`config.mk`:
```
export PLATFORM = sky130hd
export DESIGN_NAME = ven_machine
export DESIGN_NICKNAME = d
export VERILOG_FILES = /design/src/rtl/ven_machine.sv
export SDC_FILE = /design/constraint.sdc
export NUM_CORES = 1
export LEC_CHECK = 0
export ABC_AREA = 1
export BUFFER_PORTS_ARGS = -buffer_cell sky130_fd_sc_hd__buf_2
export CAP_MARGIN = 20
export CORE_ASPECT_RATIO = 1.1
export CORE_UTILIZATION = 36
export CTS_BUF_LIST = sky130_fd_sc_hd__clkbuf_4
export DETAILED_ROUTE_END_ITERATION = 6
export SLEW_MARGIN = 20
export SYNTH_ARGS = -nofsm -noshare
export SYNTH_HDL_FRONTEND = slang
export SYNTH_SLANG_ARGS = --single-unit
```
`constraint.sdc`:
```
create_clock -name clock -period 1.7 [get_ports clock]
set_input_delay 0.34 -clock clock [delete_from_list [all_inputs] [get_ports clock]]
set_output_delay 0.34 -clock clock [all_outputs]
set_load 0.01 [all_outputs]
```
`src/rtl/ven_machine.sv`:
```
// Vending machine controller: newspaper, chocolate and juice with
// top-up credit, cancel/refund and registered change output.
module ven_machine #(
    parameter logic [4:0] PRICE_NEWS  = 5'd5,
    parameter logic [4:0] PRICE_CHOC  = 5'd10,
    parameter logic [4:0] PRICE_JUICE = 5'd15
) (
    input  logic       clock,
    input  logic       reset,
    output logic       news,
    output logic       choc,
    output logic       juice,
    output logic [4:0] balance,
    input  logic [4:0] money,
    input  logic [1:0] select_product,
    input  logic [4:0] extra_cash
);

    typedef enum logic [1:0] {
        IDLE,
        EVAL,
        WAIT_EXTRA,
        DISPENSE
    } state_t;

    state_t     state_q, state_d;
    logic [4:0] credit_q, credit_d;
    logic [1:0] product_q, product_d;
    logic [6:0] last_q, last_d;
    logic [4:0] prev_extra_q, prev_extra_d;
    logic [4:0] balance_q, balance_d;
    logic       news_q, news_d;
    logic       choc_q, choc_d;
    logic       juice_q, juice_d;

    logic [4:0] price;
    logic [5:0] topup_sum;
    logic [4:0] topup_sat;
    logic       accept;
    logic       enough;
    logic       topup_rise;
    logic       cancel;

    always_comb begin
        price = '0;
        case (product_q)
            2'b01:   price = PRICE_NEWS;
            2'b10:   price = PRICE_CHOC;
            2'b11:   price = PRICE_JUICE;
            default: price = '0;
        endcase
    end

    assign accept = (money != 5'd0) && (select_product != 2'b00) &&
                    ({money, select_product} != last_q);
    assign enough     = (credit_q >= price);
    assign cancel     = (select_product == 2'b00);
    assign topup_rise = (extra_cash != 5'd0) && (prev_extra_q == 5'd0);
    assign topup_sum  = {1'b0, credit_q} + {1'b0, extra_cash};
    assign topup_sat  = topup_sum[5] ? 5'd31 : topup_sum[4:0];

    always_ff @(posedge clock) begin
        if (reset) begin
            state_q      <= IDLE;
            credit_q     <= '0;
            product_q    <= '0;
            last_q       <= '0;
            prev_extra_q <= '0;
            balance_q    <= '0;
            news_q       <= 1'b0;
            choc_q       <= 1'b0;
            juice_q      <= 1'b0;
        end else begin
            state_q      <= state_d;
            credit_q     <= credit_d;
            product_q    <= product_d;
            last_q       <= last_d;
            prev_extra_q <= prev_extra_d;
            balance_q    <= balance_d;
            news_q       <= news_d;
            choc_q       <= choc_d;
            juice_q      <= juice_d;
        end
    end

    // DISPENSE also accepts, so a new request can land on the edge
    // that ends the product pulse.
    always_comb begin
        state_d = state_q;
        unique case (state_q)
            IDLE:       state_d = accept ? EVAL : IDLE;
            EVAL:       state_d = enough ? DISPENSE : WAIT_EXTRA;
            WAIT_EXTRA: begin
                if (cancel)      state_d = IDLE;
                else if (enough) state_d = DISPENSE;
                else             state_d = WAIT_EXTRA;
            end
            DISPENSE:   state_d = accept ? EVAL : IDLE;
        endcase
    end

    always_comb begin
        credit_d     = credit_q;
        product_d    = product_q;
        last_d       = last_q;
        balance_d    = balance_q;
        prev_extra_d = extra_cash;
        news_d       = 1'b0;
        choc_d       = 1'b0;
        juice_d      = 1'b0;
        unique case (state_q)
            IDLE, DISPENSE: begin
                if (accept) begin
                    credit_d  = money;
                    product_d = select_product;
                    last_d    = {money, select_product};
                    balance_d = '0;
                end else if (money == 5'd0) begin
                    // Withdrawn money lets the same purchase be repeated.
                    last_d = '0;
                end
            end
            EVAL: begin
                if (enough) begin
                    balance_d = credit_q - price;
                    news_d    = (product_q == 2'b01);
                    choc_d    = (product_q == 2'b10);
                    juice_d   = (product_q == 2'b11);
                end
            end
            WAIT_EXTRA: begin
                if (cancel) begin
                    balance_d = credit_q;
                end else if (enough) begin
                    balance_d = credit_q - price;
                    news_d    = (product_q == 2'b01);
                    choc_d    = (product_q == 2'b10);
                    juice_d   = (product_q == 2'b11);
                end else if (topup_rise) begin
                    credit_d = topup_sat;
                end
            end
        endcase
    end

    assign news    = news_q;
    assign choc    = choc_q;
    assign juice   = juice_q;
    assign balance = balance_q;

endmodule

```
=== Word-level counts from Yosys, hierarchy flattened ===
Cells that the tools add are included.

* Bits in registers: 29
* Input port bits: 14
* Output and inout port bits: 8
* Logic and storage cells: 65

* Add/subtract/negate cells: 2
* Magnitude comparators: 1
* Equal/unequal tests: 11
* Mux-type cells: 26
* Reductions and logical operators: 16

{| class="wikitable"
|+ Operator list
! operator !! count
|-
| $mux 5 || 8
|-
| $pmux 5 s3 || 1
|-
| $mux 7 || 2
|-
| $pmux 4 s3 || 1
|-
| $logic_not 5->1 || 2
|-
| $pmux 5 s2 || 1
|-
| $reduce_bool 5->1 || 2
|-
| $eq 2x2->1 const B || 4
|-
| $mux 1 || 8
|-
| $ne 7x7->1 || 1
|-
| $add 5x5->6 || 1
|-
| $ne 2x2->1 const B || 3
|-
| $pmux 1 s2 || 3
|-
| $pmux 2 s3 || 1
|-
| $reduce_bool 2->1 || 3
|-
| $ge 5x5->1 || 1
|-
| $reduce_and 5->1 || 1
|-
| $sub 5x5->5 || 1
|-
| $eq 2x1->1 const B || 2
|-
| $logic_not 2->1 || 2
|-
| $reduce_and 2->1 || 2
|-
| $logic_and 1x1->1 || 3
|-
| $mux 2 || 1
|-
| $ne 2x1->1 const B || 1
|-
| $reduce_or 2->1 || 1
|}

=== Longest topological paths before layout ===
Gate-level depths: netlist of run 1.

* Depth after elaboration: 6
* Depth in mapped cells: 12
* Depth with buffers taken out: 12

=== Least setup slack after synthesis of run 1 ===
Ideal clock, no wire load.

* Kind: register to register
* From: register product_q[0]
* To: register balance_q[4], in the netlist balance[4]
* Library setup time: 0.113 ns
* Arrival: 1.559 ns
* Required time: 1.587 ns
* Path slack: 0.028 ns
* Stages on the path, launching flop included: 11
* Cells stage by stage: dfxtp_1 > clkbuf_1 > ha_1 > fa_1 > o21ai_0 > xor2_1 > nand2_1 > nand3_1 > nand2_1 > nand2_1 > nand2_1

* Word-level cells in the longest chain between the ends: 6

{| class="wikitable"
|+ RTL lines
! item !! line !! source
|-
| start, declared || 28 || <nowiki>logic [1:0] product_q, product_d;</nowiki>
|-
| start signal, assigned || 76 || <nowiki>product_q <= product_d;</nowiki>
|-
| $eq 2x2->1 or $eq 2x1->1 (tied branches) || 46 || <nowiki>case (product_q)</nowiki>
|-
| $pmux 4 s3 (*) || 46 ||
|-
| $sub 5x5->5 or $ge 5x5->1 (tied branches) || 125, 135, 56 ||
|-
| $mux 5 (*) || 124, 134 ||
|-
| $mux 5 || 132 || <nowiki>if (cancel) begin</nowiki>
|-
| $pmux 5 s3 (*) || 111 || <nowiki>unique case (state_q)</nowiki>
|-
| end signal, assigned || 79 || <nowiki>balance_q <= balance_d;</nowiki>
|-
| end, declared || 31 || <nowiki>logic [4:0] balance_q, balance_d;</nowiki>
|}

Every way passes the cells marked *; elsewhere a longest branch is shown, timed or not.
A chain may end at the register's enable or synchronous reset.

=== Final worst setup path of run 1 ===
* From: register credit_q[0]
* To: register balance_q[4], in the netlist balance[4]

* Word-level cells in the longest chain between the ends: 4

{| class="wikitable"
|+ RTL lines
! item !! line !! source
|-
| start, declared || 27 || <nowiki>logic [4:0] credit_q, credit_d;</nowiki>
|-
| start signal, assigned || 75 || <nowiki>credit_q <= credit_d;</nowiki>
|-
| $sub 5x5->5 or $ge 5x5->1 (tied branches) || 125, 135, 56 ||
|-
| $mux 5 (*) || 124, 134 ||
|-
| $mux 5 || 132 ||
|-
| $pmux 5 s3 (*) || 111 ||
|}

Marks and branches as above.

==> reports/qor.yml, run 1 <==
timing:
  fin_worst_skew_ps: 17.5
  tightest_slew_ps: 391
  fmax_mhz: 595
  min_period_ps: 1680
  max_slew_margin_pct: 73.9
  final_hold_viol_count: 0
  rsz0062_at_grt: "true"
  fin_ws_ps: 19.1
  setup_violations: 0
  period_share_pct: 98.9
  whs_ps: 232
  slew_violations: 0
clock_network:
  ctsHoldBuffers: 0
  clockRootBuffer: "clkbuf_4"
  cts_tree: "done"
  cts.path.max_buffers: 2
  cts_buffers: 5
  cts_sinks: 29
  clk_latency_ps: 350
  htreeDepth: 2
  clk_pin_slew_ps: 110
critical_path:
  path_depth: 10
  r2r_end: "balance[4]"
  cp-end-kind: "flip-flop"
  cp_cell_sequence: "inv_2, ha_2, fa_2, o21ai_1, xor2_1, nand2_1, nand3_1, nand2_1, nand2_1, nand2_1"
  r2r_start: "credit_q[0]"
  cp_slowest_stage_delay_ps: 390
  crit_arrival_ps: 1940
  cp_slowest_cell: "dfxtp_4"
  cp.required_ps: 1960
  crit_top_cell: "nand2_1"
  crit_type: "reg -> reg"
  r2r_cells: 10
  start_kind: "flip-flop"
  cp_num_buf_inv: 1
  critical_path.top_delay_family: "adder cells"
  path_max_fanout: 3
  rrSetupSlack_ps: 20
yosys:
  synth_xor_area_share_pct: 2.44
  ys_types: 27
  synthesis.nets: 304
  synth_warnings: 0
  muxShareOfSynthArea_pct: 0
  synth_fa_ha_area_share_pct: 9.90
  synth_top_area_cell: "dfxtp_1"
  ys_ff_latch: 29
  netlist_instances: 277
  yosysTopAreaCellShare_pct: 32.4
  synthTopCellsByArea: "dfxtp_1 32%, nand2_1 18%, nor2_1 8.2%"
  synthSimpleGateAreaFrac_pct: 37.1
  synth_top_family_by_area: "simple AND/OR/NAND/NOR gates"
  synth-seq-area-share_pct: 32.4
  synth-compound-area-share_pct: 9.14
  syn_area_per_cell_um2: 6.48
  syn-cell-area_um2: 1790
routing:
  dr.pass1.iters: 4
  post_drt_wl_per_cell_um: 11.4
  drtIter0Drc: 99
  drt-total-wl_um: 4370
  vias_per_cell: 4.73
  ant_nets: 0
  drcViolationCount: 0
  num_vias: 1807
floorplan:
  die_w_um: 69.3
  placeableCoreArea_um2: 4720
  die-area_um2: 5270
  io_pins: 22
  die_y_um: 76.0
  initial_core_util_pct: 38.0
  rows: 26
global_routing:
  grt_usage_pct: 17.2
  met2_usage_pct: 28.7
  grtUsageMet3_pct: 3.31
  grt_pass1_wl_um: 7280
  grt_max_degree: 20
  grt.met1_usage_pct: 21.2
  grt_remaining_overflow: 0
  top_usage_layer: "met2"
  grt_pass1_vias: 1653
  antenna_found_initial: 0
layout:
  area_delta_synth_final_pct: 30.3
  final_util_pct: 49.6
  fin_nets: 352
  antenna_cells: 0
  final_cell_mix: "85 x nand2_1, 38 x nor2_1, 33 x inv_1, 23 x dfxtp_1, 23 x buf_4"
  mostFrequentLayoutCell: "nand2_1"
  stdcell_count: 382
  drive_gt1_share_pct: 27.0
worst_hold_path:
  hold_class: "in -> reg"
  min_path_cells: 3
  whs_endpoint: "prev_extra_q[3]"
  hold_start: "extra_cash[3]"
power:
  power_leakage_uw: 0.00116
  pwr_density_cell_nw_per_um2: 1870
  power_uw: 4370
  vdd_drop_max_mv: 0.822
placed_design:
  dp.cells: 370
  io_buffers: 21
  dp_hpwl_um: 3270
  gp_congestion: 0.801
  dp_slack_ps: -159
flow_run:
  maxCapViolCount: 0
outcome:
  status: "finished, final reports clean"
registers in the layout, indices dropped and copies added (netlist names):
| signal | count |
|---|---|
| state_q | 2 |
| juice | 1 |
| news | 1 |
| last_q | 7 |
| balance | 5 |
| choc | 1 |
| credit_q | 5 |
| prev_extra_q | 5 |
| product_q | 2 |
through the flow:
step / instance area, um^2 / setup TNS, ps
after floorplan: 1790 / 0
after global placement: 2100 / -750
final: 2340 / 0
after global routing: 2340 / -305
after CTS: 2190 / -26.5
after detailed placement: 2100 / -904
what timing repair did:
item                       in CTS  in global routing
setup endpoints to repair      12                 14
resized for setup              13                 26
cloned                          0                  1
pin swaps                       1                 11
setup buffers                   0                  3
worst max path at each step:
stage | start | endpoint | slack, ps
after floorplan | product_q[0] | balance[4] | 30
after global placement | extra_cash[0] | credit_q[4] | -120
after detailed placement | extra_cash[0] | credit_q[4] | -160
after CTS | product_q[1] | balance[4] | -10
after global routing | credit_q[0] | balance[4] | -100
final | credit_q[0] | balance[4] | 20
routing by layer:
metal / vias up / share of wire (%)
li1: 967 / -
met1: 802 / 47
met2: 30 / 48
met3: 8 / 3.0
met4: 0 / 2.0
met5: - / 0
synth_stat cells:
cell	count
clkbuf_1	3
nor2_2	1
a21oi_1	13
xor2_1	2
o211ai_1	2
nor4_1	3
nand3b_1	4
o21ai_1	3
o21ai_0	5
or2_1	1
nand3_1	17
ha_1	11
nand2_2	3
nor2_1	39
nand2_1	88
inv_2	2
nand4_1	2
buf_2	1
a21oi_2	2
fa_1	2
nor2_4	1
a211oi_1	1
o21bai_2	1
dfxtp_1	29
inv_1	37
o21a_1	1
xnor2_1	3
cells by family after synthesis:
logic type / after synthesis
AND/OR/NAND/NOR: 159
buffers and inverters: 43
flip-flops: 29
AO/OA/AOI/OAI: 28
adder cells (fa/ha/maj): 13
XOR/XNOR: 5
power breakdown:
part           internal, uW  total (uW)  switching, uW
Sequential              878        1040            158
Clock                   156         439            283
Combinational          1290        2890           1600
Total                  2320        4370           2040
tightest hold or removal path, cell delays in order:
cell	delay (ps)
buf_2	90
inv_1	50
nor2_1	70
area by class of cell:
cell class / count / area [um^2]
Inverter: 39 / 146
Multi-Input combinational cell: 206 / 1200
Clock inverter: 3 / 17.5
Sequential cell: 29 / 593
Tap cell: 56 / 70.1
Clock buffer: 5 / 37.5
Fill cell: 473 / 2380
Timing Repair Buffer: 44 / 278
Note: power is estimated with default switching activity, not from simulation.
==> run 2, diff against run 1 <==
--- a/config.mk
+++ b/config.mk
@@ -5,7 +5,7 @@
 export SDC_FILE = /design/constraint.sdc
 export NUM_CORES = 1
 export LEC_CHECK = 0
-export ABC_AREA = 1
+export ABC_AREA = 0
 export BUFFER_PORTS_ARGS = -buffer_cell sky130_fd_sc_hd__buf_2
 export CAP_MARGIN = 20
 export CORE_ASPECT_RATIO = 1.1
==> reports/qor.yml, run 2 <==
yosys:
  async_flop_share_pct: 0
  muxShareOfSynthArea_pct: 3.02
  yosys-top-cells-count: "31 x nor2_1, 29 x dfxtp_1, 12 x inv_1"
  netlist_instances: 190
  yosysTopAreaCellShare_pct: 35.0
  synth_top_area_cell: "dfxtp_1"
  ys_ff_latch: 29
  synth_fa_ha_area_share_pct: 10.7
  ys_types: 46
  synth-seq-area-share_pct: 35.0
  syn-cell-area_um2: 1660
  synth-compound-area-share_pct: 18.4
  syn_area_per_cell_um2: 8.73
  synth_xor_area_share_pct: 5.28
  synthSimpleGateAreaFrac_pct: 23.8
  synth_top_family_by_area: "simple AND/OR/NAND/NOR gates"
  synthTopCellsByArea: "dfxtp_1 35%, ha_1 8.3%, nor2_1 7.0%"
  yosysMostFrequentCell: "nor2_1"
  synth_warnings: 0
  synthesis.nets: 217
  synth-edff-count: 0
  ys.flop_type: "dfxtp_1"
global_routing:
  grt_remaining_overflow: 0
  antenna_found_initial: 0
  grt_pass1_vias: 1542
  grt_pass1_wl_um: 7040
  grt_max_degree: 23
  grt_usage_pct: 19.7
placed_design:
  gp_congestion: 0.864
  dp_hpwl_um: 3330
  io_buffers: 21
timing:
  whs_ps: 246
  tightest_slew_ps: 477
  setup_tns_ps: -1380
  period_share_pct: 113
  final_hold_viol_count: 0
  max_slew_margin_pct: 68.1
  rsz0062_at_grt: "true"
  fmax_mhz: 521
  setup_violations: 17
  min_period_ps: 1920
  fin_ws_ps: -220
  fin_worst_skew_ps: 2.05
  slew_violations: 0
layout:
  regMostFlops: "last_q"
  area_delta_synth_final_pct: 52.3
  drive_gt1_share_pct: 47.1
  fin_nets: 298
  antenna_cells: 0
  final_util_pct: 58.1
  fillers: 362
  largest_reg_flops: 7
  mostFrequentLayoutCell: "buf_4"
  final_cell_mix: "51 x buf_4, 28 x nor2_1, 22 x dfxtp_1, 21 x buf_2, 8 x inv_1"
critical_path:
  start_kind: "flip-flop"
  cp.required_ps: 1910
  path_max_fanout: 8
  crit_type: "reg -> reg"
  crit_arrival_ps: 2130
  cp-end-kind: "flip-flop"
routing:
  drt-total-wl_um: 4350
  vias_per_cell: 4.94
  post_drt_wl_per_cell_um: 13.3
  dr.pass1.iters: 4
  ant_nets: 0
  num_vias: 1611
  drcViolationCount: 0
  drtIter0Drc: 66
worst_hold_path:
  hold_class: "in -> reg"
floorplan:
  io_pins: 22
  die_y_um: 73.2
  initial_core_util_pct: 38.2
  rows: 25
  placeableCoreArea_um2: 4350
  die-area_um2: 4880
  die_w_um: 66.7
clock_network:
  ctsHoldBuffers: 0
  htreeDepth: 2
  cts_buffers: 5
  clk_latency_ps: 330
  cts_tree: "done"
  clockRootBuffer: "clkbuf_4"
  cts.path.max_buffers: 2
  clk_pin_slew_ps: 90
  cts_sinks: 29
power:
  power_uw: 4780
  power_leakage_uw: 0.00114
  pwr_density_cell_nw_per_um2: 1890
  vdd_drop_max_mv: 0.946
outcome:
  status: "finished with violations"
  violations: "setup timing"
flow_run:
  maxCapViolCount: 0
## run 2: what timing repair did
| action | CTS | global route |
|---|---|---|
| pin swaps | 12 | 14 |
| endpoints found under the setup margin | 23 | 23 |
| gates resized for setup | 25 | 20 |
| buffers inserted | 6 | 3 |
## run 2: area by class of cell
type                    count  area (um^2)  area share (%)
well taps                  54         67.6            2.67
flip-flops and latches     29          589            23.3
clock buffers               6         45.0            1.78
clock inverters             2         10.0           0.396
multi-input cells         144         1200            47.6
repair buffers             79          567            22.4
inverters                  12         45.0            1.78
## run 2: critical path, cell delays in order (launching register included)
cell,delay [ps]
dfxtp_2,360
inv_2,50
ha_4,230
o21ai_2,120
a21oi_2,50
o41a_1,440
nor3_4,140
buf_6,150
mux2i_1,180
nor2_1,60
## run 2: logic make-up (layout without fill, tap and decap cells)
logic type	after synthesis	in the layout
adders and majority gates	13	13
AOI/OAI and AO/OA	42	42
DFF	29	29
muxes	5	5
buffers and inverters	17	99
xor gates and xnor gates	10	10
and+or+nand+nor	74	74
## run 2: worst paths after layout
kind	start	to	slack [ps]	depth (start not counted)
worst max-delay path	product_q[0]	credit_q[1]	-220	9
worst min-delay path	extra_cash[3]	prev_extra_q[3]	250	2
worst max register to register	product_q[0]	credit_q[1]	-220	9
worst min register to register	balance[4]	balance[4]	470	2
## run 2: metrics by stage
| stage | cells | cell area [um^2] | setup slack [ps] |
|---|---|---|---|
| final | 326 | 2530 | -220 |
| after global routing | 326 | 2530 | -306 |
| after CTS | 325 | 2440 | -252 |
| after detailed placement | 312 | 2240 | -311 |
| after global placement | 312 | 2240 | -264 |
| after floorplan | 190 | 1710 | -203 |
## run 2: power by group
part,leakage (uW),internal [uW],switching (uW)
Sequential,0.000241,866,133
Clock,0.0000354,173,244
Combinational,0.000865,1820,1540
## run 2: metal layers
| metal | GRT usage, % | wire length, um | vias up |
|---|---|---|---|
| met4 | 7.57 | 79 | 0 |
| li1 | - | - | 836 |
| met2 | 32.4 | 2120 | 23 |
| met3 | 4.22 | 109 | 9 |
| met5 | 0 | 0 | - |
| met1 | 24.8 | 2050 | 743 |
